[src/rtl/fire_anim_ctrl_pkg.sv]
// Shared definitions for the oil-drum fire animation controller.
// Latency: n/a (types, constants and a pure helper function only).
// Backpressure: n/a.
package fire_anim_ctrl_pkg;

  localparam int FIRE_CNT_W = 8;

  typedef logic [FIRE_CNT_W-1:0] fire_cnt_t;

  typedef enum logic [1:0] {
    FIRE_OFF      = 2'd0,
    FIRE_IGNITING = 2'd1,
    FIRE_BURNING  = 2'd2
  } fire_state_e;

  // Sprite is lit during even-numbered blink half-periods of the ignition phase.
  function automatic logic blink_on(input fire_cnt_t cnt, input fire_cnt_t half_period);
    fire_cnt_t phase;
    phase = cnt / half_period;
    return ~phase[0];
  endfunction

endpackage

[src/rtl/frame_divider.sv]
// Frame-tick counter: counts enabled ticks and wraps to zero on reaching TERM.
// Latency: count updates one cycle after en/clear; tc is combinational from count.
// Backpressure: none; clear has priority over en, idle when en is low.
module frame_divider
  import fire_anim_ctrl_pkg::*;
#(
  parameter int TERM = 8
) (
  input  logic      clk,
  input  logic      rst_n,
  input  logic      clear,
  input  logic      en,
  output fire_cnt_t count,
  output logic      tc
);

  localparam logic [FIRE_CNT_W:0] TERM_W = (FIRE_CNT_W + 1)'(TERM);
  localparam logic [FIRE_CNT_W:0] ONE_W  = (FIRE_CNT_W + 1)'(1);

  // tc flags that the next enabled tick lands on TERM; compared one bit wider
  // so a count of 255 can never alias to a small terminal value.
  assign tc = (({1'b0, count} + ONE_W) == TERM_W);

  // Count register: clear wins, otherwise increment and wrap at the terminal count.
  always_ff @(posedge clk or negedge rst_n) begin
    if (!rst_n) begin
      count <= '0;
    end else if (clear) begin
      count <= '0;
    end else if (en) begin
      count <= tc ? '0 : count + fire_cnt_t'(1);
    end
  end

endmodule

[src/rtl/fire_anim_ctrl.sv]
// Fire sprite animation controller: ignition blink, then two-image burning loop.
// Latency: state, isplay and animation_state change the cycle after an effective frame tick.
// Backpressure: none; enable low freezes everything while ignite/extinguish stay latched.
module fire_anim_ctrl
  import fire_anim_ctrl_pkg::*;
#(
  parameter logic [9:0] FIRE_X           = 10'd40,
  parameter logic [8:0] FIRE_Y           = 9'd260,
  parameter int         FRAMES_PER_STATE = 8,
  parameter int         BLINK_PERIOD     = 4,
  parameter int         IGNITE_FRAMES    = 16
) (
  input  logic       clk,
  input  logic       rst_n,
  input  logic       frame_tick,
  input  logic       enable,
  input  logic       ignite,
  input  logic       extinguish,
  output logic       animation_state,
  output logic       isplay,
  output logic [9:0] posx,
  output logic [8:0] posy,
  output logic       burning
);

  localparam fire_cnt_t BLINK_HALF = fire_cnt_t'(BLINK_PERIOD);

  fire_state_e state_q, state_d;
  logic        isplay_d, anim_d;
  logic        ign_pend, ext_pend;
  logic        eff_tick, ign_now, ext_now;
  logic        ign_clr, ign_en, ign_tc;
  logic        anim_clr, anim_en, anim_tc;
  fire_cnt_t   ign_cnt, anim_cnt, ign_nxt;

  assign posx     = FIRE_X;
  assign posy     = FIRE_Y;
  assign burning  = (state_q == FIRE_BURNING);
  assign eff_tick = frame_tick & enable;
  // An event arriving on the tick cycle itself counts for that tick.
  assign ign_now  = ign_pend | ignite;
  assign ext_now  = ext_pend | extinguish;
  assign ign_nxt  = ign_cnt + fire_cnt_t'(1);

  frame_divider #(.TERM(IGNITE_FRAMES)) u_ign_div (
    .clk   (clk),
    .rst_n (rst_n),
    .clear (ign_clr),
    .en    (ign_en),
    .count (ign_cnt),
    .tc    (ign_tc)
  );

  frame_divider #(.TERM(FRAMES_PER_STATE)) u_anim_div (
    .clk   (clk),
    .rst_n (rst_n),
    .clear (anim_clr),
    .en    (anim_en),
    .count (anim_cnt),
    .tc    (anim_tc)
  );

  // Sticky event flags: set on any cycle, consumed by the next effective tick.
  always_ff @(posedge clk or negedge rst_n) begin
    if (!rst_n) begin
      ign_pend <= 1'b0;
      ext_pend <= 1'b0;
    end else if (eff_tick) begin
      ign_pend <= 1'b0;
      ext_pend <= 1'b0;
    end else begin
      if (ignite)     ign_pend <= 1'b1;
      if (extinguish) ext_pend <= 1'b1;
    end
  end

  // State and visible outputs, committed only at frame boundaries.
  always_ff @(posedge clk or negedge rst_n) begin
    if (!rst_n) begin
      state_q         <= FIRE_OFF;
      isplay          <= 1'b0;
      animation_state <= 1'b0;
    end else begin
      state_q         <= state_d;
      isplay          <= isplay_d;
      animation_state <= anim_d;
    end
  end

  // Next-state rules; extinguish outranks everything, stray ignites are dropped.
  always_comb begin
    state_d  = state_q;
    isplay_d = isplay;
    anim_d   = animation_state;
    ign_clr  = 1'b0;
    ign_en   = 1'b0;
    anim_clr = 1'b0;
    anim_en  = 1'b0;
    if (eff_tick) begin
      if (ext_now) begin
        state_d  = FIRE_OFF;
        isplay_d = 1'b0;
        anim_d   = 1'b0;
        ign_clr  = 1'b1;
        anim_clr = 1'b1;
      end else begin
        case (state_q)
          FIRE_OFF: begin
            if (ign_now) begin
              state_d  = FIRE_IGNITING;
              isplay_d = 1'b1;
              ign_clr  = 1'b1;
            end
          end
          FIRE_IGNITING: begin
            if (ign_tc) begin
              state_d  = FIRE_BURNING;
              isplay_d = 1'b1;
              anim_d   = 1'b0;
              ign_clr  = 1'b1;
              anim_clr = 1'b1;
            end else begin
              ign_en   = 1'b1;
              isplay_d = blink_on(ign_nxt, BLINK_HALF);
            end
          end
          FIRE_BURNING: begin
            anim_en = 1'b1;
            if (anim_tc) anim_d = ~animation_state;
          end
          default: begin
            state_d  = FIRE_OFF;
            isplay_d = 1'b0;
            anim_d   = 1'b0;
            ign_clr  = 1'b1;
            anim_clr = 1'b1;
          end
        endcase
      end
    end
  end

endmodule

[config.mk]
export PLATFORM = sky130hd
export DESIGN_NAME = fire_anim_ctrl
export DESIGN_NICKNAME = d
export VERILOG_FILES = /design/src/rtl/fire_anim_ctrl_pkg.sv /design/src/rtl/frame_divider.sv /design/src/rtl/fire_anim_ctrl.sv
export SDC_FILE = /design/constraint.sdc
export NUM_CORES = 1
export LEC_CHECK = 0
export ABC_CLOCK_PERIOD_IN_PS = 4640
export CAP_MARGIN = 5
export CORE_MARGIN = 10
export CORE_UTILIZATION = 54
export DETAILED_ROUTE_END_ITERATION = 8
export GPL_ROUTABILITY_DRIVEN = 1
export PLACE_DENSITY_LB_ADDON = 0.05
export RECOVER_POWER = 25
export SETUP_SLACK_MARGIN = 0.5
export SLEW_MARGIN = 20
export SYNTH_ARGS = -nofsm -noshare
export SYNTH_HDL_FRONTEND = slang
export SYNTH_SLANG_ARGS = --single-unit
export TNS_END_PERCENT = 50
[constraint.sdc]
create_clock -name clk -period 4.64 [get_ports clk]
set_input_delay 0.928 -clock clk [delete_from_list [all_inputs] [get_ports clk]]
set_output_delay 0.928 -clock clk [all_outputs]
set_load 0.01 [all_outputs]
==> results by stage <==
Run status:
- The run finished with clean final reports.

Critical path:
- On the critical path, the stage with the largest delay is an instance of sky130_fd_sc_hd__a21oi_1.
- In this run the critical register-to-register path is launched from u_ign_div.count[0].
- The critical path goes through clkdlybuf4s50_1 > and2_0 > nand3_1 > a21oi_1 > xnor2_1 > a311oi_1.
- Data on the critical path is required at its endpoint by 4.86 ns.
- Counting cells, the worst reg-to-reg path comes to 6.
- The delay of the slowest cell on the worst path is 0.65 ns.
- In this run the critical register-to-register path is captured at u_ign_div.count[0].
- The endpoint class of the critical path is a flop.
- The maximum fanout along the worst path is 11.
- Data on the critical path arrives at its endpoint at 2.99 ns.
- The startpoint type of the worst setup path is an input port.
- In this run the register-to-register setup slack is 2.61 ns.
- The classification of the worst setup path is in2reg.

Clocking:
- The longest clock path from root to sink contains 2 buffers.
- Clock tree synthesis found a total of 22 sinks.
- The number of CTS-inserted buffers is 3.
- The tree is rooted in a sky130_fd_sc_hd__clkbuf_4.
- After clock tree synthesis, the repair step resized 0 gates.
- TritonCTS built the clock tree.
- The number of hold buffers added after CTS is 0.
- The number of setup buffers added after CTS is 0.
- CTS built an H-tree with a depth of 1.
- The later pin in the worst-skew pair is clocked with a latency of 0.31 ns.
- The clock slew at the register clock pins of the worst setup and hold paths is 0.12 ns.

Floorplanning:
- The height of the die is 70.4 um.
- The initial utilization of the core area, before any placement, comes to 55.8%.
- The width of the chip is 70.4 um.
- The die covers 4950 um^2.
- Pin placement for this block handled 28 I/O pins.
- The floorplan has 18 rows.
- The core area is 2450 um^2.

Pwr:
- Power comes to 365 uW.
- Power spread over the standard cell area amounts to 257 nW/um^2.
- IR analysis of the VDD net gives a maximum drop of 0.215 mV.
- In this run the static leakage power is 0.000619 uW.

Synth:
- By area the synthesized netlist is led by sky130_fd_sc_hd__dfrtp_1 (40%), sky130_fd_sc_hd__buf_4 (10%), sky130_fd_sc_hd__nor2_1 (4.4%), sky130_fd_sc_hd__nand2_1 (4.1%), sky130_fd_sc_hd__xnor2_1 (3.8%).
- The mapped netlist covers 1370 um^2.
- Sequential cells were found to cover 40.2% of the synthesized design area.
- Synthesis produced 150 cells.
- The count of distinct cell types in the synthesized netlist is 43.
- The flip-flop and latch count after synthesis is 22.
- The count of warnings emitted by yosys is 0.
- The largest total area in the synthesized netlist belongs to sky130_fd_sc_hd__dfrtp_1.
- The top cell type's share of synthesized area is 40.2%.
- After synthesis, the mean cell area works out to 9.13 um^2.

Finish:
- The layout-stage area growth over the synthesis result is 3.47%.
- The library cell used most frequently in the layout, excluding fill and tap cells, is sky130_fd_sc_hd__dfrtp_1.
- The post-route netlist has 8.92% of its cells at a drive strength greater than 1.
- The number of antenna cells inserted is 0.
- The top cell types in the final layout, fill and taps aside, are sky130_fd_sc_hd__dfrtp_1 (22), sky130_fd_sc_hd__conb_1 (19), sky130_fd_sc_hd__nor2_1 (16), sky130_fd_sc_hd__nand2_1 (15).
- The number of nets in the layout is 166.

Flow run:
- The count of maximum capacitance violations is 0.

Timing:
- Clock skew on the completed layout was measured at 0.00193 ns.
- The count of endpoints failing setup in the final report is 0.
- Setup repair after global routing left no endpoint under its margin.
- The maximum frequency from static timing analysis is 361 MHz.
- After layout, the worst path uses 59.6% of the clock period.
- The total negative slack is 0 ns.
- The slew at the pin closest to its max-slew limit is 1.24 ns.
- The number of hold-slack violations in the final timing report is 0.
- The shortest period the worst path allows is 2.77 ns.
- On the final layout, the worst hold slack is 0.511 ns.
- The minimum setup slack in the final design is 1.87 ns.
- The max-slew violation total from the final report was 0.
- The normalized max-slew margin is 17.4%.

Placed design:
- Timing analysis after detailed placement gives a worst setup slack of 1.56 ns.
- The last weighted congestion value of the routability-driven placer is 0.889.
- Input and output buffers added on the ports amount to 8.
- The detailed-placement wirelength estimate is 2020 um.

Detailed routing:
- The average detailed-routed wire length per instance is 14.3 um.
- The total number of vias is 986.
- The first-pass detailed-route iteration total is 4.
- The detailed router finished its first iteration with 66 violations.
- The per-cell via count in the routed design is 5.27.
- The number of nets with antenna violations after routing is 0.
- The total wire length is 2680 um.
- After detailed routing, the number of remaining DRC violations is 0.

Worst hold path:
- The end of the worst hold path is isplay.
- The worst min-delay path category is reg2reg.
- The worst hold path passes through 2 cells.
- The startpoint identified for the worst hold timing path is isplay.

Global route:
- The via count of the first global-routing pass is 1006.
- The first-pass GRT wire length is 4670 um.
- The pin count of the biggest net entering global routing is 23.
- The initial antenna violation count is 0.
- In the global route stage, overall resource usage came out at 10.9%.
- The leftover overflow at the end of global routing is 0.
cells by family (layout without fill, tap and decap cells):
logic type,Yosys count,after routing,synth area share (%)
adder cells (fa/ha/maj),2,2,1.83
flip-flops,22,22,40.2
XOR/XNOR,11,11,7.03
AO/OA/AOI/OAI,28,28,13.3
AND/OR/NAND/NOR,57,57,22.0
multiplexers,3,3,2.28
buffers and inverters,25,15,12.8
other,2,19,0.548
cell type report:
| cell class | count | area (um^2) |
|---|---|---|
| multi-input combinational | 120 | 708 |
| tap | 30 | 37.5 |
| timing repair buffer | 8 | 73.8 |
| sequential | 22 | 551 |
| inverter | 3 | 11.3 |
| fill | 226 | 1040 |
| clock buffer | 4 | 36.3 |
metal layers:
layer | global-route usage (%) | wire length, um | vias to the layer above
met2 | 18.6 | 1380 | 11
met5 | 0 | 0 | -
met1 | 12.2 | 1150 | 473
met3 | 2.68 | 99 | 5
met4 | 5.70 | 43 | 0
li1 | - | - | 497
worst max-delay path: cells and delay by family:
family,cells,cell delay (ns)
xor+xnor,1,0.13
compound gates,2,0.88
simple gates,2,0.56
buf+inv,1,0.48
synthesized netlist by cell type (all sizes together):
cell type	count
a211oi	1
a21boi	1
a21oi	5
a22o	3
a311oi	1
a31oi	3
a41oi	1
and2	2
and2b	1
and3	1
buf	22
conb	2
dfrtp	22
ha	2
inv	3
mux2	1
mux2i	2
nand2	15
nand2b	2
nand3	9
nand4	3
nor2	18
nor3	4
nor4	1
o2111ai	1
o21a	1
o21ai	9
o22ai	1
o31a	1
or3	1
xnor2	6
xor2	5
report_power, final:
group | internal (uW) | switching, uW | total, uW
clock network | 47.9 | 60.5 | 108
logic | 18.7 | 31.2 | 49.9
registers | 199 | 7.13 | 206
total | 266 | 98.9 | 365
state kept, by name (all words and copies together) (netlist names):
register,flops
u_anim_div.count,8
u_ign_div.count,8
state_q,2
animation_state,1
ext_pend,1
ign_pend,1
isplay,1
how the worst max path moves through the flow:
stage	from	to	slack [ns]
after floorplan	extinguish	u_anim_div.count[7]	2.62
after global placement	frame_tick	u_ign_div.count[0]	1.66
after detailed placement	frame_tick	u_ign_div.count[0]	1.56
after CTS	frame_tick	u_ign_div.count[0]	1.90
after global routing	enable	u_ign_div.count[0]	1.70
final	frame_tick	u_ign_div.count[0]	1.87
metrics by stage:
stage,utilization [%],cell area [um^2],std cells
finish,57.7,1420,187
global placement,56.5,1390,183
global route,57.7,1420,187
detailed placement,56.5,1390,183
CTS,58.0,1420,187
floorplan,-,1430,167
Power figures use the tool's default switching activity.
